==> src/rtl/acia_fifo_pkg.sv <==
// acia_fifo_uart shared definitions: register map, bit positions,
// frame state encodings and oversampling constant.
package acia_fifo_pkg;

  localparam logic [1:0] REG_STAT_CTL = 2'd0;
  localparam logic [1:0] REG_DATA     = 2'd1;
  localparam logic [1:0] REG_DIV_LO   = 2'd2;
  localparam logic [1:0] REG_DIV_HI   = 2'd3;

  localparam int BIT_RDRF = 0;
  localparam int BIT_TDRE = 1;
  localparam int BIT_FE   = 4;
  localparam int BIT_OVRN = 5;
  localparam int BIT_LOOP = 6;
  localparam int BIT_IRQ  = 7;
  localparam int BIT_TXIE = 5;
  localparam int BIT_RXIE = 7;

  localparam int OVERSAMPLE = 16;

  typedef enum logic [1:0] {
    TX_IDLE, TX_START, TX_DATA, TX_STOP
  } tx_state_t;

  typedef enum logic [1:0] {
    RX_IDLE, RX_START, RX_DATA, RX_STOP
  } rx_state_t;

endpackage

==> src/rtl/acia_fifo_uart_if.sv <==
// acia_fifo_uart CPU bus bundle: strobe, direction, select,
// data both ways and the interrupt line.
interface acia_fifo_uart_if;
  logic       cs;
  logic       rw;
  logic [1:0] rs;
  logic [7:0] data_in;
  logic [7:0] data_out;
  logic       irq;

  modport master (
    output cs, rw, rs, data_in,
    input  data_out, irq
  );

  modport slave (
    input  cs, rw, rs, data_in,
    output data_out, irq
  );
endinterface

==> src/rtl/acia_fifo_uart_sync_fifo.sv <==
// sync_fifo: single-clock FIFO with extra-MSB pointers and a
// synchronous flush; head is visible combinationally on rdata.
module sync_fifo #(
  parameter int WIDTH = 8,
  parameter int DEPTH = 16
) (
  input  logic             clk,
  input  logic             rst,
  input  logic             clr,
  input  logic             push,
  input  logic             pop,
  input  logic [WIDTH-1:0] wdata,
  output logic [WIDTH-1:0] rdata,
  output logic             full,
  output logic             empty
);
  localparam int AW = $clog2(DEPTH);
  localparam logic [AW:0] ONE = {{AW{1'b0}}, 1'b1};

  logic [WIDTH-1:0] mem [DEPTH];
  logic [AW:0]      wptr;
  logic [AW:0]      rptr;
  logic             do_push;
  logic             do_pop;

  assign empty = wptr == rptr;
  assign full  = (wptr[AW] != rptr[AW]) &&
                 (wptr[AW-1:0] == rptr[AW-1:0]);
  assign rdata = mem[rptr[AW-1:0]];
  assign do_push = push && !full;
  assign do_pop  = pop && !empty;

  // pointer advance; push and pop in one cycle both move
  always_ff @(posedge clk or posedge rst) begin
    if (rst) begin
      wptr <= '0;
      rptr <= '0;
    end else if (clr) begin
      wptr <= '0;
      rptr <= '0;
    end else begin
      if (do_push) wptr <= wptr + ONE;
      if (do_pop)  rptr <= rptr + ONE;
    end
  end

  // storage write, no reset needed on the array
  always_ff @(posedge clk) begin
    if (do_push) mem[wptr[AW-1:0]] <= wdata;
  end
endmodule

==> src/rtl/acia_fifo_uart.sv <==
// acia_fifo_uart: 6850-style UART with 16x baud generator and FIFOs.
// Define ACIA_FIFO_UART_LOOPBACK_EN for the internal TX->RX loopback.
module acia_fifo_uart
  import acia_fifo_pkg::*;
#(
  parameter int                   FIFO_DEPTH  = 16,
  parameter int                   DIV_WIDTH   = 16,
  parameter logic [DIV_WIDTH-1:0] DEFAULT_DIV = 'h1A
) (
  input  logic              clk,
  input  logic              rst,
  acia_fifo_uart_if.slave   bus,
  input  logic              rx,
  output logic              tx
);
  localparam logic [3:0] LAST = 4'(OVERSAMPLE - 1);
  localparam logic [3:0] HALF = 4'(OVERSAMPLE / 2 - 1);

  logic wr_acc, rd_acc, ctl_wr, mrst, stat_rd, data_rd;
  logic [DIV_WIDTH-1:0] div, div_nxt, cnt;
  logic div_wr, tick;
  logic [15:0] div_ext;
  logic rxie, txie, fe, ovrn, irq_q;
  logic loop_en;
  logic tx_full, tx_empty, tx_pop, tx_q;
  logic [7:0] tx_rdata, tx_shift;
  tx_state_t tx_state;
  logic [3:0] tx_cnt;
  logic [2:0] tx_bit;
  logic rx_full, rx_empty, rx_push, rx_pop, rx_src;
  logic rx_meta, rx_sync, rx_prev;
  logic [7:0] rx_rdata, rx_shift;
  rx_state_t rx_state;
  logic [3:0] rx_cnt;
  logic [2:0] rx_bit;
  logic [7:0] stat;

  assign wr_acc  = bus.cs && !bus.rw;
  assign rd_acc  = bus.cs && bus.rw;
  assign ctl_wr  = wr_acc && bus.rs == REG_STAT_CTL;
  assign mrst    = ctl_wr && bus.data_in[1:0] == 2'b11;
  assign stat_rd = rd_acc && bus.rs == REG_STAT_CTL;
  assign data_rd = rd_acc && bus.rs == REG_DATA;
  assign tick    = cnt == '0;
  assign div_ext = 16'(div);

`ifdef ACIA_FIFO_UART_LOOPBACK_EN
  logic loop_q;
  assign loop_en = loop_q;
  assign rx_src  = loop_q ? tx_q : rx;
  assign tx      = loop_q ? 1'b1 : tx_q;
`else
  assign loop_en = 1'b0;
  assign rx_src  = rx;
  assign tx      = tx_q;
`endif

  // merge divisor byte writes so the counter can reload at once
  always_comb begin
    div_nxt = div;
    div_wr  = 1'b0;
    unique case (1'b1)
      wr_acc && bus.rs == REG_DIV_LO: begin
        div_nxt[7:0] = bus.data_in;
        div_wr = 1'b1;
      end
      wr_acc && bus.rs == REG_DIV_HI: begin
        div_nxt[DIV_WIDTH-1:8] = bus.data_in[DIV_WIDTH-9:0];
        div_wr = 1'b1;
      end
      default: ;
    endcase
  end

  // divisor register and down-counter; tick every div+1 clocks
  always_ff @(posedge clk or posedge rst) begin
    if (rst) begin
      div <= DEFAULT_DIV;
      cnt <= DEFAULT_DIV;
    end else begin
      div <= div_nxt;
      if (div_wr)    cnt <= div_nxt;
      else if (tick) cnt <= div;
      else           cnt <= cnt - DIV_WIDTH'(1);
    end
  end

  assign tx_pop = !mrst &&
    (tx_state == TX_IDLE ||
     (tx_state == TX_STOP && tick && tx_cnt == LAST));

  sync_fifo #(.WIDTH(8), .DEPTH(FIFO_DEPTH)) u_tx_fifo (
    .clk(clk), .rst(rst), .clr(mrst),
    .push(wr_acc && bus.rs == REG_DATA), .pop(tx_pop),
    .wdata(bus.data_in), .rdata(tx_rdata),
    .full(tx_full), .empty(tx_empty)
  );

  // transmit framing: start, 8 data LSB first, stop, 16 ticks each
  always_ff @(posedge clk or posedge rst) begin
    if (rst) begin
      tx_state <= TX_IDLE;
      tx_cnt   <= '0;
      tx_bit   <= '0;
      tx_shift <= '0;
      tx_q     <= 1'b1;
    end else if (mrst) begin
      tx_state <= TX_IDLE;
      tx_q     <= 1'b1;
    end else begin
      if (tick) tx_cnt <= tx_cnt + 4'd1;
      unique case (tx_state)
        TX_IDLE: if (!tx_empty) begin
          tx_state <= TX_START;
          tx_shift <= tx_rdata;
          tx_cnt   <= '0;
          tx_q     <= 1'b0;
        end
        TX_START: if (tick && tx_cnt == LAST) begin
          tx_state <= TX_DATA;
          tx_bit   <= '0;
          tx_q     <= tx_shift[0];
        end
        TX_DATA: if (tick && tx_cnt == LAST) begin
          if (tx_bit == 3'd7) begin
            tx_state <= TX_STOP;
            tx_q     <= 1'b1;
          end else begin
            tx_bit   <= tx_bit + 3'd1;
            tx_shift <= {1'b0, tx_shift[7:1]};
            tx_q     <= tx_shift[1];
          end
        end
        TX_STOP: if (tick && tx_cnt == LAST) begin
          if (!tx_empty) begin
            tx_state <= TX_START;
            tx_shift <= tx_rdata;
            tx_q     <= 1'b0;
          end else begin
            tx_state <= TX_IDLE;
          end
        end
        default: tx_state <= TX_IDLE;
      endcase
    end
  end

  // two-flop synchroniser plus one delayed copy for edge detect
  always_ff @(posedge clk or posedge rst) begin
    if (rst) begin
      rx_meta <= 1'b1;
      rx_sync <= 1'b1;
      rx_prev <= 1'b1;
    end else begin
      rx_meta <= rx_src;
      rx_sync <= rx_meta;
      rx_prev <= rx_sync;
    end
  end

  assign rx_push = !mrst && rx_state == RX_STOP &&
                   tick && rx_cnt == LAST;
  assign rx_pop  = data_rd;

  sync_fifo #(.WIDTH(8), .DEPTH(FIFO_DEPTH)) u_rx_fifo (
    .clk(clk), .rst(rst), .clr(mrst),
    .push(rx_push), .pop(rx_pop),
    .wdata(rx_shift), .rdata(rx_rdata),
    .full(rx_full), .empty(rx_empty)
  );

  // receive framing: mid-bit sampling after a half-bit start check
  always_ff @(posedge clk or posedge rst) begin
    if (rst) begin
      rx_state <= RX_IDLE;
      rx_cnt   <= '0;
      rx_bit   <= '0;
      rx_shift <= '0;
    end else if (mrst) begin
      rx_state <= RX_IDLE;
    end else begin
      if (tick) rx_cnt <= rx_cnt + 4'd1;
      unique case (rx_state)
        RX_IDLE: if (rx_prev && !rx_sync) begin
          rx_state <= RX_START;
          rx_cnt   <= '0;
        end
        RX_START: if (tick && rx_cnt == HALF) begin
          rx_cnt   <= '0;
          rx_bit   <= '0;
          rx_state <= rx_sync ? RX_IDLE : RX_DATA;
        end
        RX_DATA: if (tick && rx_cnt == LAST) begin
          rx_shift <= {rx_sync, rx_shift[7:1]};
          rx_bit   <= rx_bit + 3'd1;
          if (rx_bit == 3'd7) rx_state <= RX_STOP;
        end
        RX_STOP: if (tick && rx_cnt == LAST)
          rx_state <= RX_IDLE;
        default: rx_state <= RX_IDLE;
      endcase
    end
  end

  // control bits, sticky flags and registered interrupt
  always_ff @(posedge clk or posedge rst) begin
    if (rst) begin
      rxie  <= 1'b0;
      txie  <= 1'b0;
      fe    <= 1'b0;
      ovrn  <= 1'b0;
      irq_q <= 1'b0;
    end else if (mrst) begin
      rxie  <= 1'b0;
      txie  <= 1'b0;
      fe    <= 1'b0;
      ovrn  <= 1'b0;
      irq_q <= 1'b0;
    end else begin
      if (ctl_wr) begin
        rxie <= bus.data_in[BIT_RXIE];
        txie <= bus.data_in[BIT_TXIE];
      end
      if (stat_rd) fe <= 1'b0;
      if (rx_push && !rx_sync) fe <= 1'b1;
      if (data_rd) ovrn <= 1'b0;
      if (rx_push && rx_full) ovrn <= 1'b1;
      irq_q <= (rxie && !rx_empty) || (txie && tx_empty) ||
               (rxie && ovrn);
    end
  end

`ifdef ACIA_FIFO_UART_LOOPBACK_EN
  // loopback select lives with the control bits but is kept apart
  always_ff @(posedge clk or posedge rst) begin
    if (rst)         loop_q <= 1'b0;
    else if (mrst)   loop_q <= 1'b0;
    else if (ctl_wr) loop_q <= bus.data_in[BIT_LOOP];
  end
`endif

  assign bus.irq = irq_q;

  // read mux: status, RX head, divisor bytes
  always_comb begin
    stat = 8'h00;
    stat[BIT_RDRF] = !rx_empty;
    stat[BIT_TDRE] = !tx_full;
    stat[BIT_FE]   = fe;
    stat[BIT_OVRN] = ovrn;
    stat[BIT_LOOP] = loop_en;
    stat[BIT_IRQ]  = irq_q;
    unique case (bus.rs)
      REG_STAT_CTL: bus.data_out = stat;
      REG_DATA:     bus.data_out = rx_empty ? 8'h00 : rx_rdata;
      REG_DIV_LO:   bus.data_out = div_ext[7:0];
      default:      bus.data_out = div_ext[15:8];
    endcase
  end
endmodule

==> src/flat_wrapper.sv <==
// flat-port wrapper written by rule: the top's interface ports become plain ports
module acia_fifo_uart_flat import acia_fifo_pkg::*;
#(
  parameter int                   FIFO_DEPTH  = 16,
  parameter int                   DIV_WIDTH   = 16,
  parameter logic [DIV_WIDTH-1:0] DEFAULT_DIV = 'h1A
)
  (clk, rst, rx, tx, bus_cs, bus_rw, bus_rs, bus_data_in, bus_data_out, bus_irq);
  acia_fifo_uart_if bus_i ();
  input  logic clk;
  input  logic rst;
  input  logic rx;
  output logic tx;
  input wire logic [$bits(bus_i.cs)-1:0] bus_cs;
  input wire logic [$bits(bus_i.rw)-1:0] bus_rw;
  input wire logic [$bits(bus_i.rs)-1:0] bus_rs;
  input wire logic [$bits(bus_i.data_in)-1:0] bus_data_in;
  output wire logic [$bits(bus_i.data_out)-1:0] bus_data_out;
  output wire logic [$bits(bus_i.irq)-1:0] bus_irq;
  assign bus_i.cs = bus_cs;
  assign bus_i.rw = bus_rw;
  assign bus_i.rs = bus_rs;
  assign bus_i.data_in = bus_data_in;
  assign bus_data_out = bus_i.data_out;
  assign bus_irq = bus_i.irq;
  acia_fifo_uart #(.FIFO_DEPTH(FIFO_DEPTH), .DIV_WIDTH(DIV_WIDTH), .DEFAULT_DIV(DEFAULT_DIV)) u_core (.clk(clk), .rst(rst), .bus(bus_i), .rx(rx), .tx(tx));
endmodule
==> config.mk <==
export PLATFORM = sky130hd
export DESIGN_NAME = acia_fifo_uart_flat
export DESIGN_NICKNAME = d
export VERILOG_FILES = /design/src/rtl/acia_fifo_pkg.sv /design/src/rtl/acia_fifo_uart_if.sv /design/src/rtl/acia_fifo_uart_sync_fifo.sv /design/src/rtl/acia_fifo_uart.sv /design/src/flat_wrapper.sv
export SDC_FILE = /design/constraint.sdc
export NUM_CORES = 1
export LEC_CHECK = 0
export BUFFER_PORTS_ARGS = -buffer_cell sky130_fd_sc_hd__clkbuf_2
export CORE_UTILIZATION = 35
export DETAILED_ROUTE_END_ITERATION = 7
export PLACE_DENSITY = 0.5
export REMOVE_ABC_BUFFERS = 1
export SETUP_SLACK_MARGIN = 0.3
export SYNTH_ARGS = -nofsm -noshare
export SYNTH_HDL_FRONTEND = slang
export SYNTH_SLANG_ARGS = --single-unit
==> constraint.sdc <==
create_clock -name clk -period 3.2 [get_ports clk]
set_clock_uncertainty 0.1 [all_clocks]
set_input_delay 0.48 -clock clk [delete_from_list [all_inputs] [get_ports clk]]
set_output_delay 0.48 -clock clk [all_outputs]
set_load 0.005 [all_outputs]
# Word level (Yosys, flattened, before mapping)
# Memories as Yosys holds them, arrays and structs flattened.
# Index checks and enable logic that the tools add are counted.
op_classes:
  add_sub_neg: 9
  eq_ne: 37
  muxes: 72
  n_bitwise: 1
  reduce_logical: 62
op_table:
  columns: ["cell", "count"]
  rows:
  - ["two-way mux 8 bit", 7]
  - ["one-hot mux 8 bit (3 select lines)", 2]
  - ["two-way mux 5 bit", 8]
  - ["two-way mux 16 bit", 2]
  - ["logical AND 1 bit", 30]
  - ["two-way mux 2 bit", 13]
  - ["two-way mux 4 bit", 6]
  - ["two-way mux 1 bit", 23]
  - ["!= test 3 x 1 -> 1 bit (second input constant)", 7]
  - ["adder 5 x 1 -> 5 bit (second input constant)", 4]
  - ["AND reduction 5 bit", 4]
  - ["logical NOT 16 bit", 1]
  - ["one-hot mux 2 bit (4 select lines)", 2]
  - ["subtractor 16 x 1 -> 16 bit (second input constant)", 1]
  - ["two-way mux 3 bit", 5]
  - ["== test 2 bit (second input constant)", 7]
  - ["nonzero test 2 bit", 7]
  - ["one-hot mux 3 bit (2 select lines)", 2]
  - ["== test 5 bit", 2]
  - ["!= test 3 x 2 -> 1 bit (second input constant)", 3]
  - ["nonzero test 3 bit", 3]
  - ["adder 4 x 1 -> 4 bit (second input constant)", 2]
  - ["== test 4 bit", 2]
  - ["== test 4 bit (second input constant)", 2]
  - ["16 further kinds", 36]
totals:
  register_bits: 95
  mem_bits_rw: 256
  inputBits: 15
  out_inout_bits: 10
  elab_cells: 206
  memories: 2
memory_table:
  columns: ["name", "depth", "width", "rd", "rd_ports_with_merged_regs", "write_ports", "line", "rtl"]
  rows:
  - ["u_core.u_rx_fifo.mem", 16, 8, 1, 0, 1, "acia_fifo_uart_sync_fifo.sv:20", "logic [WIDTH-1:0] mem [DEPTH];"]
  - ["u_core.u_tx_fifo.mem", 16, 8, 1, 0, 1, "acia_fifo_uart_sync_fifo.sv:20", null]

# Longest topological paths before layout
# Gate-level depths: netlist (run 1).
logic_depth:
  depth_word: 11
  depth_mapped: 10
  ltp_nobuf: 8

# Hierarchy
# From an unflattened synthesis (run 1), not the netlist that was laid out.
unflattened:
  cells_unflattened: 1048
  area_unflattened_um2: 15838.9
by_module_without_submodules:
  columns: ["mod", "n_inst", "cells_each", "area_per_inst_um2", "seq_area_each_um2"]
  rows:
  - ["sync_fifo", 2, 309, 5826.8, 4093.9]
  - ["acia_fifo_uart", 1, 430, 4185.3, 1889.3]

# Worst setup path after synthesis (run 1)
# OpenSTA, ideal clock, no wires.
synth_path:
  path_kind: "reg-to-reg"
  from: "register u_core.cnt[0]"
  to: "memory u_core.u_rx_fifo.mem[0][0], enable pin"
  setup_ns: 0.383
  arrival_time_ns: 2.645
  required_ns: 2.717
  slack_ns: 0.071
  stages_incl_launch_ff: 9
  n_path_buf: 0
  period_less_slack_ns: 3.129
  path_cell_list: "dfrtp_1 > inv_1 > ha_1 > or3b_2 > nor4_4 > nand3_2 > nor3_4 > nand2_1 > nor3_1"
synth_between:
  elab_chain_cells: 6
synth_lines:
  columns: ["item", "line", "rtl"]
  rows:
  - ["start, declared", "acia_fifo_uart.sv:20", "logic [DIV_WIDTH-1:0] div, div_nxt, cnt;"]
  - ["start signal, assigned", "acia_fifo_uart.sv:82", "if (div_wr) cnt <= div_nxt;"]
  - ["start signal, assigned", "acia_fifo_uart.sv:83", "else if (tick) cnt <= div;"]
  - ["start signal, assigned", "acia_fifo_uart.sv:84", "else cnt <= cnt - DIV_WIDTH'(1);"]
  - ["logical NOT 16 bit", "acia_fifo_uart.sv:44", "assign tick = cnt == '0;"]
  - ["logical AND 1 bit", "acia_fifo_uart.sv:161", "assign rx_push = !mrst && rx_state == RX_STOP &&"]
  - ["logical AND 1 bit", "acia_fifo_uart.sv:162", "tick && rx_cnt == LAST;"]
  - ["logical AND 1 bit", "acia_fifo_uart_sync_fifo.sv:30", "assign do_push = push && !full;"]
  - ["two-way mux 1 bit", "acia_fifo_uart_sync_fifo.sv:49", "if (do_push) mem[wptr[AW-1:0]] <= wdata;"]
  - ["two-way mux 1 bit (implied by the code)", "acia_fifo_uart_sync_fifo.sv:49", null]
  - ["end, declared", "acia_fifo_uart_sync_fifo.sv:20", null]
# Every way passes these cells.

# Worst setup path in the final report (run 1)
layout_path:
  from: "register u_core.u_rx_fifo.rptr[0]"
  to: "output bus_data_out[0]"
layout_between:
  elab_chain_cells: 3
  elab_cells_between_ends: 5
  cone_classes: "eq/ne: 1; mux: 2; reduce/logical: 1; memory: 1"
layout_lines:
  columns: ["item", "line", "rtl"]
  rows:
  - ["start, declared", "acia_fifo_uart_sync_fifo.sv:22", "logic [AW:0] rptr;"]
  - ["start signal, assigned", "acia_fifo_uart_sync_fifo.sv:43", "if (do_pop) rptr <= rptr + ONE;"]
  - ["memory read (16 x 8 bit) or == test 5 bit (tied branches)", null, null]
  - ["two-way mux 8 bit or logical NOT 1 bit (tied branches)", "acia_fifo_uart.sv:255, acia_fifo_uart.sv:247", null]
  - ["one-hot mux 8 bit (3 select lines) (*)", "acia_fifo_uart.sv:253", "unique case (bus.rs)"]
  - ["end, declared", "flat_wrapper.sv:18", "output wire logic [$bits(bus_i.data_out)-1:0] bus_data_out;"]
# Every way passes the cells marked *; elsewhere a longest branch is shown, timed or not.

==> results of run 1 <==
## sequential cells by signal (all words and copies together) (netlist names), 8 cells and up
register              cells
u_core.u_rx_fifo.mem    128
u_core.rx_shift           8
u_core.div               16
u_core.cnt               16
u_core.tx_shift           8
u_core.u_tx_fifo.mem    128
## metal layers
| metal | share of wire | vias to the layer above |
|---|---|---|
| li1 | - | 4042 |
| met1 | 0.46 | 4513 |
| met2 | 0.46 | 137 |
| met3 | 0.041 | 68 |
| met4 | 0.033 | 4 |
| met5 | 0.00061 | - |
## area by class of cell
type / instances / area share
multi-input cells: 578 / 0.2832
flip-flops and latches: 351 / 0.5534
clock buffers: 51 / 0.05995
repair buffers: 101 / 0.04787
well taps: 585 / 0.04018
inverters: 19 / 0.004052
clock inverters: 22 / 0.01140
## repair_timing
action / in CTS / in global routing
hold endpoints to repair: 41 / 0
cloned: 5 / 0
hold buffers: 2 / 0
gates resized for setup: 35 / 15
endpoints found under the setup margin: 120 / 153
pin swaps: 11 / 8
setup buffers: 9 / 5
## path summary, 6_finish.rpt
check,to,slack [ns],cells past startpoint
worst max-delay path,bus_data_out[0],-0.03,7
worst min-delay path,u_core.rx_sync,0.26,0
worst max register to register,u_core.u_rx_fifo.mem[2][7],0.41,7
worst min register to register,u_core.rx_sync,0.26,0
max in group asynchronous,u_core.div[4],1.73,4
min in group asynchronous,u_core.u_rx_fifo.rptr[1],0.47,3
## cell usage in the layout, fill, tap and decap left out, types with 5 or more instances in the layout
cell type	instances
clkbuf_8	5
xor2_1	7
a21o_1	5
buf_6	5
ha_1	27
clkbuf_1	6
mux4_2	69
a21oi_1	16
inv_1	15
a22oi_1	11
buf_16	5
clkinv_2	7
o211ai_1	7
mux2_2	48
o21ai_0	40
clkinv_1	5
xnor2_1	26
nor3_1	16
dfstp_2	10
clkbuf_2	24
nand2b_1	7
dfrtp_1	81
edfxtp_1	256
nand2_1	80
nand3_1	13
buf_4	61
mux2i_1	18
a22o_1	7
nor2_1	72
o21ai_2	5
nand4_1	10
clkbuf_16	40
## power by group through the flow
stage,clock [uW],sequential [uW],combinational (uW)
finish,4520,5630,3770
CTS,4640,5620,3820
global route,4810,5670,4150
detailed placement,0,5710,3410
floorplan,0,5920,2120
global placement,0,5700,3410
## through the flow
stage | setup TNS [ns] | cells | hold slack [ns] | cell area [sq um]
floorplan | -16.81 | 948 | 0.2452 | 15190
global placement | 0 | 1613 | 0.2477 | 16500
detailed placement | 0 | 1613 | 0.2475 | 16500
CTS | -0.1239 | 1702 | 0.2555 | 18120
global route | -0.2583 | 1707 | 0.2590 | 18220
finish | -0.02793 | 1707 | 0.2567 | 18220
## logic make-up after synthesis
logic type                 count (synthesis)  share of synthesized area
DFF                                      351                     0.6546
and+or+nand+nor                          246                    0.07925
muxes                                    140                     0.1513
AOI/OAI and AO/OA                        132                    0.05592
buffers and inverters                     70                    0.01813
xor gates and xnor gates                  33                    0.01878
adders and majority gates                 27                    0.02195
==> results_dict.tcl, run 1 <==
set metrics [dict create \
    status "complete, but fails checks" \
    violations "negative setup slack" \
    fill_cells 3900 \
    async_flop_share 0.2707 \
    gp_congestion 0.8219 \
    intPower_uw 9740 \
    die_w_um 211.7 \
    setup_violations 1 \
    via_per_inst 5.134 \
    power.density_mw_per_mm2 763.9 \
    routed_wl_mm 37.47 \
    yosysTopAreaCell "edfxtp_1" \
    clk_latency_ns 0.55 \
    drv_slew 0 \
    cts_root_buffer "clkbuf_16" \
    area_growth_pct 18.35 \
    synth_edf_count 256 \
    grtUsageMet2 0.2662 \
    cp-end-kind "output port" \
    yosysMostFrequentCell "edfxtp_1" \
    grt_pass1_vias 9109 \
    critical_path_buf_inv_count 3 \
    initial_core_util 0.3558 \
    maxCapViolCount 0 \
    worstPathRequired_ns 2.62 \
    slowest_delay_ns 0.54 \
    yosys.area.top_type_share 0.4994 \
    std_cell_rows 76 \
    start_kind "flop" \
    insertedDiodeCount 0 \
    yosysSeqAreaShare 0.6546 \
    slew_headroom 0.4011 \
    synth_cells 999 \
    pwr-share-clk 0.325 \
    grt_antenna_before_repair 2 \
    core_sq_mm 0.04327 \
    rr_startpoint "u_core.cnt[5]" \
    cts.sinks 351 \
    multi_input_area_sq_mm 0.005159 \
    yosysUniqueCellTypes 70 \
    yosys_warnings 0 \
    die_y_um 211.7 \
    drtPass1Iterations 4 \
    synth_area_leaders "edfxtp_1 (50%), dfrtp_1 (14%), mux4_2 (10%)" \
    port-buffer-count 24 \
    leakage_uw 0.006838 \
    timing.fmax_mhz 309.8 \
    crit_type "reg2out" \
    drt_iter0_drc 449 \
    timing.final.crit_share 1.009 \
    drc 0 \
    min_from "u_core.rx_meta" \
    grt_max_degree 50 \
    wl_per_cell_um 21.95 \
    ir_drop_mv 0.4622 \
    met3_usage 0.03545 \
    synth.avg_cell_area_sq_um 15.41 \
    place_ws_ns 0.1729 \
    swShare 0.3002 \
    fin_nets 1133 \
    hold_path_class "reg2reg" \
    finalWorstSetupSlack_ns -0.02793 \
    grt-ovfl-total 0 \
    cts-htree-levels 2 \
    power_frac_comb 0.271 \
    busiest_layer "met2" \
    crit_top_cell "mux4_2" \
    final_hold_viol_count 0 \
    ys_ff_latch 351 \
    seq_area_sq_mm 0.01008 \
    drive_gt1_frac 0.3012 \
    worst_pin_slew_ns 0.8950 \
    syn_area_sq_mm 0.01539 \
    vias 8764 \
    finalPower_uw 13920 \
    path_cells "buf_6, buf_12, mux4_2, mux4_2, o22ai_2, o21ai_2, clkbuf_2" \
    clkTransAtPathRegs_ns 0.06 \
    rsz0062_at_grt "yes" \
    grt_usage 0.1740 \
    tritoncts "built" \
    cp.arrival_ns 2.65 \
    synthTopCellsByCount "edfxtp_1 (256), dfrtp_1 (85), nand2_1 (83)" \
    ys.flop_type "edfxtp_1" \
    worstSetupStartpoint "u_core.u_rx_fifo.rptr[0]" \
    fin_util 0.4211 \
    grt_pass1_wl_mm 57.30 \
    grt_use_met1 0.2417 \
    ant_nets 0 \
    worst_path_max_delay_cell "mux4_2" \
    crit_fanout 5 \
    p_switching_uw 4178 \
    fin_crit_ns 3.228 \
    dp_hpwl_mm 23.84 \
    io_pins 25 \
    power_frac_seq 0.404 \
    cts_buffers 40 \
    clk_path_buf_depth 3 \
    path_delay_family "multiplexers" \
    die-area_sq_mm 0.04482 \
]
No activity file was read; power rests on OpenSTA's default activity.
==> run 2: changes to the inputs <==
--- a/config.mk
+++ b/config.mk
@@ -12,4 +12,5 @@
 export REMOVE_ABC_BUFFERS = 1
 export SETUP_SLACK_MARGIN = 0.3
+export SKIP_LAST_GASP = 1
 export SYNTH_ARGS = -nofsm -noshare
 export SYNTH_HDL_FRONTEND = slang
==> constraint.sdc (replaced) <==
create_clock -name clk -period 3.2 [get_ports clk]
set_clock_uncertainty 0.1 [all_clocks]
set_input_delay 0.32 -clock clk [delete_from_list [all_inputs] [get_ports clk]]
set_output_delay 0.32 -clock clk [all_outputs]
set_load 0.005 [all_outputs]
==> results_dict.tcl, run 2 (same netlist as run 1, synthesis figures left out) <==
set metrics [dict create \
    die-area_sq_mm 0.04482 \
    rsz0062_at_grt "yes" \
    io_pins 25 \
    finalWorstSetupSlack_ns 0.1247 \
    timing.final.crit_share 0.9610 \
    crit_top_cell "buf_12" \
    fin_util 0.4236 \
    ant_nets 0 \
    cts_root_buffer "clkbuf_16" \
    final_cells 1714 \
    cts_buffers 40 \
    timing.fmax_mhz 325.2 \
    status "completed" \
    area_growth_pct 19.06 \
    fin_nets 1140 \
    design_area_sq_mm 0.01833 \
    start_kind "flop" \
    worstPathRequired_ns 2.78 \
    cts-htree-levels 2 \
    drive_gt1_frac 0.3047 \
    grt_pass1_wl_mm 57.23 \
    hold_path_class "in2reg" \
    drt_iter0_drc 517 \
    worst_path_max_delay_cell "dfrtp_4" \
    port-buffer-count 24 \
    critical_path_buf_inv_count 3 \
    core_sq_mm 0.04327 \
    cp.arrival_ns 2.66 \
    grt-ovfl-total 0 \
    routed_wl_mm 37.06 \
    r2r-end "u_core.u_rx_fifo.mem[1][6]" \
    final_hold_viol_count 0 \
    layout_common_cells "edfxtp_1 (256), dfrtp_1 (83), nand2_1 (80), nor2_1 (72), buf_4 (70)" \
    wl_per_cell_um 21.62 \
    grt_antenna_before_repair 1 \
    std_cell_rows 76 \
    drtPass1Iterations 6 \
    drv_slew 0 \
    grt_usage 0.1717 \
    fin_crit_ns 3.075 \
    die_w_um 211.7 \
    setup_tns_ns 0 \
    path_delay_family "multiplexers" \
    worstSetupStartpoint "u_core.u_rx_fifo.rptr[0]" \
    tritoncts "built" \
    worstRegToRegCells 8 \
    maxCapViolCount 0 \
    vias 8818 \
    final_common_cell "edfxtp_1" \
    setup_violations 0 \
    initial_core_util 0.3558 \
    clkTransAtPathRegs_ns 0.06 \
    place_ws_ns 0.1238 \
    grt_pass1_vias 9132 \
    dp_hpwl_mm 24.19 \
    via_per_inst 5.145 \
    insertedDiodeCount 0 \
    slowest_delay_ns 0.50 \
    placedInstanceArea_sq_mm 0.01655 \
    slew_headroom 0.2788 \
    leakage_uw 0.006907 \
    cp.depth 7 \
    crit_type "reg2out" \
    drc 0 \
    gp_congestion 0.8045 \
    clk_latency_ns 0.57 \
    cp-end-kind "output port" \
    clk_path_buf_depth 3 \
    dpl.cell_count 1619 \
    crit_fanout 7 \
    power.density_mw_per_mm2 771.1 \
    grt_max_degree 59 \
    cts.sinks 351 \
    path_cells "buf_12, buf_12, mux4_2, mux2_2, a21oi_2, o211ai_1, buf_2" \
    ir_drop_mv 0.4153 \
    worst_pin_slew_ns 1.079 \
    rrSetupSlack_ns 0.39 \
    die_y_um 211.7 \
    rr_startpoint "u_core.cnt[2]" \
    critPathCapture "bus_data_out[1]" \
]
==> run 2: cell count changes in the layout (fill, tap and decap cells not counted), moves of 3 or more <==
cell / previous run / this run
buf_16: 5 / 0
buf_4: 61 / 70
bufinv_16: 3 / 6
clkbuf_1: 6 / 9
clkinvlp_4: 4 / 0
dfrtp_2: 4 / 1
==> run 2: layout make-up <==
| class | instances | area (sq um) |
|---|---|---|
| Clock buffer | 53 | 1101 |
| Clock inverter | 20 | 282.8 |
| Fill cell | 3873 | 24940 |
| Inverter | 19 | 73.82 |
| Multi-Input combinational cell | 578 | 5199 |
| Sequential cell | 351 | 10080 |
| Tap cell | 585 | 732.0 |
| Timing Repair Buffer | 108 | 857.1 |
==> run 2: metal layers <==
layer  vias up  GRT usage  wire [um]
li1       4047          -          -
met2       168     0.2701      17420
met3        53    0.03175       1538
met1      4548     0.2417      17280
met4         2    0.05097        809
met5         -          0         13
==> run 2: repair_timing <==
action | CTS | global route
hold buffers | 2 | 0
setup buffers | 10 | 10
resized for setup | 26 | 30
setup endpoints to repair | 137 | 149
pin swaps | 9 | 12
endpoints found under the hold margin | 51 | 0
==> run 2: power by group <==
group / switching [uW] / internal (uW) / total (uW)
logic: 1910 / 1820 / 3730
clock network: 1870 / 2920 / 4790
registers: 380 / 5230 / 5610
==> run 2: per-stage QoR <==
step	hold slack (ns)	power [uW]
2_1_floorplan	0.2245	8038
3_3_place_gp	0.2478	9157
3_5_place_dp	0.2470	9182
4_1_cts	0.1346	14200
5_1_grt	0.1973	14810
6_report	0.1514	14130
==> run 2: worst min-delay path by stage <==
stage	startpoint	endpoint	slack, ns	cells after the start
floorplan	rx	u_core.rx_meta	0.22	0
global placement	u_core.rx_meta	u_core.rx_sync	0.25	0
detailed placement	u_core.rx_meta	u_core.rx_sync	0.25	0
CTS	bus_rw	u_core.ovrn	0.13	4
global route	bus_data_in[1]	u_core.u_tx_fifo.mem[2][1]	0.20	2
finish	bus_rw	u_core.ovrn	0.15	4
==> run 2: worst min-delay path, delay by kind of cell <==
family          cells  cell delay [ns]
compound gates      2             0.21
buf+inv             1             0.12
simple gates        1             0.11
==> run 3: changes to the inputs <==
ABC_AREA = 1   (was not set)
PLACE_DENSITY = 0.48   (was 0.5)
clock period = 3.6 ns   (was 3.2 ns; I/O delays follow)
==> results_dict.tcl, run 3 <==
set metrics [dict create \
    yosysMostFrequentCell "nand2_1" \
    io_pins 25 \
    cp-end-kind "output port" \
    routed_wl_mm 42.60 \
    drive_gt1_frac 0.1135 \
    layout_common_cells "nand2_1 (448), edfxtp_1 (256), nor2_1 (206), nand3_1 (129), o21ai_0 (122)" \
    die_w_um 217.7 \
    grt_antenna_before_repair 0 \
    worst_pin_slew_ns 0.9271 \
    postCtsSetupBuffers 0 \
    initial_core_util 0.3566 \
    synthTopCellsByCount "nand2_1 (448), edfxtp_1 (256), nor2_1 (206)" \
    die_y_um 217.7 \
    holdWs_ns 0.1360 \
    grt-ovfl-total 0 \
    rsz0062_at_grt "yes" \
    syn_area_sq_mm 0.01629 \
    yosysTopAreaCell "edfxtp_1" \
    clk_latency_ns 0.58 \
    setup_violations 0 \
    power.density_mw_per_mm2 729.4 \
    insertedDiodeCount 0 \
    grt_pass1_vias 11608 \
    start_kind "flop" \
    synth_area_leaders "edfxtp_1 (47%), dfrtp_1 (13%), nand2_1 (10%)" \
    ys_ff_latch 351 \
    drc 0 \
    yosysUniqueCellTypes 44 \
    clk_path_buf_depth 3 \
    drt_iter0_drc 746 \
    crit_type "reg2out" \
    std_cell_rows 78 \
    synth_edf_count 256 \
    ys.flop_type "edfxtp_1" \
    final_common_cell "nand2_1" \
    die-area_sq_mm 0.04740 \
    timing.final.crit_share 0.8541 \
    cts.sinks 351 \
    async_flop_share 0.2707 \
    fin_nets 1746 \
    setup_tns_ns 0 \
    rrSetupSlack_ns 1.03 \
    cp.arrival_ns 2.61 \
    cts_buffers 40 \
    crit_fanout 42 \
    fin_util 0.4051 \
    drtPass1Iterations 5 \
    area_growth_pct 13.59 \
    multi_input_area_sq_mm 0.005410 \
    hold_path_class "in2reg" \
    core_sq_mm 0.04567 \
    via_per_inst 4.925 \
    leakage_uw 0.007615 \
    ir_drop_mv 0.3311 \
    grt_usage 0.1852 \
    synth.avg_cell_area_sq_um 9.800 \
    vias 11499 \
    fill_cells 4586 \
    synth_cells 1662 \
    tritoncts "built" \
    dp_hpwl_mm 28.06 \
    timing.fmax_mhz 325.2 \
    port-buffer-count 24 \
    grt_pass1_wl_mm 67.12 \
    ant_nets 0 \
    drv_slew 0 \
    cts_root_buffer "clkbuf_16" \
    clkTransAtPathRegs_ns 0.06 \
    yosys_warnings 0 \
    yosys.area.top_type_share 0.4720 \
    gp_congestion 0.8811 \
    status "completed" \
    grt_max_degree 66 \
    cts-htree-levels 2 \
    seq_area_sq_mm 0.01008 \
    wl_per_cell_um 18.25 \
    fin_crit_ns 3.075 \
    slew_headroom 0.3796 \
    final_hold_viol_count 0 \
    maxCapViolCount 0 \
    worstPathRequired_ns 3.14 \
    yosysSeqAreaShare 0.6187 \
]
## run 3: cells by family (layout without fill, tap and decap cells)
logic type                 count (synthesis)  in the layout  synth area share
AOI/OAI and AO/OA                        196            196           0.06614
xor gates and xnor gates                  25             25           0.01344
adders and majority gates                 27             27           0.02074
buffers and inverters                    195            268           0.04916
DFF                                      351            351            0.6187
muxes                                      1              1         0.0006913
and+or+nand+nor                          867            867            0.2311
## run 3: final timing paths
path,from,to,cells after the start
hold / removal,bus_data_in[1],u_core.div[1],3
setup reg to reg,u_core.u_tx_fifo.rptr[0],u_core.u_tx_fifo.mem[14][5],8
hold reg to reg,u_core.rx_meta,u_core.rx_sync,0
min in group asynchronous,rst,u_core.rx_shift[6],3
max in group asynchronous,rst,u_core.rx_prev,4
setup / recovery,u_core.u_rx_fifo.rptr[0],bus_data_out[3],13
## run 3: cell type report
class | instances | area share
clock inverters | 22 | 0.01258
multi-input cells | 1116 | 0.2924
clock buffers | 51 | 0.05904
inverters | 133 | 0.02725
flip-flops and latches | 351 | 0.5449
well taps | 600 | 0.04058
repair buffers | 62 | 0.02326
## run 3: worst max-delay path, cell delays in order, from the launching register on
cell and delay [ns]:
dfrtp_2 0.36, buf_4 0.31, buf_8 0.32, nor2_1 0.09
nor2_1 0.09, o21ai_1 0.06, o21ai_0 0.10, nand2_1 0.07
nand2_1 0.09, inv_1 0.05, nand2_1 0.12, nand2_1 0.07
nand3_1 0.14, clkbuf_2 0.14
## run 3: metrics by stage
| step | area (sq um) | std cells | setup slack [ns] | power, uW |
|---|---|---|---|---|
| CTS | 18490 | 2335 | 0.3173 | 13670 |
| floorplan | 15990 | 1600 | 0.3064 | 7914 |
| detailed placement | 17150 | 2260 | 0.8319 | 9481 |
| finish | 18500 | 2335 | 0.5252 | 13490 |
| global route | 18500 | 2335 | 0.2800 | 14370 |
| global placement | 17150 | 2260 | 0.8801 | 9449 |
## run 3: where the power goes
group          internal [uW]  switching (uW)  total [uW]
registers               4660             377        5030
clock network           2390            1740        4130
logic                   1360            2980        4330
total                   8400            5090       13500
## run 3: what timing repair did
action | 4_1_cts | 5_1_grt
endpoints found under the setup margin | 0 | 7
hold buffers | 2 | 0
hold endpoints to repair | 50 | 0
resized for setup | 0 | 4
## run 3: routing by layer
metal	track usage	wire length, um	share of wire	up-vias
met4	0.06455	1114	0.026	0
met3	0.02678	1634	0.038	58
met2	0.3033	20300	0.48	219
li1	-	-	-	5653
met1	0.2500	19560	0.46	5569
met5	0	0	0	-
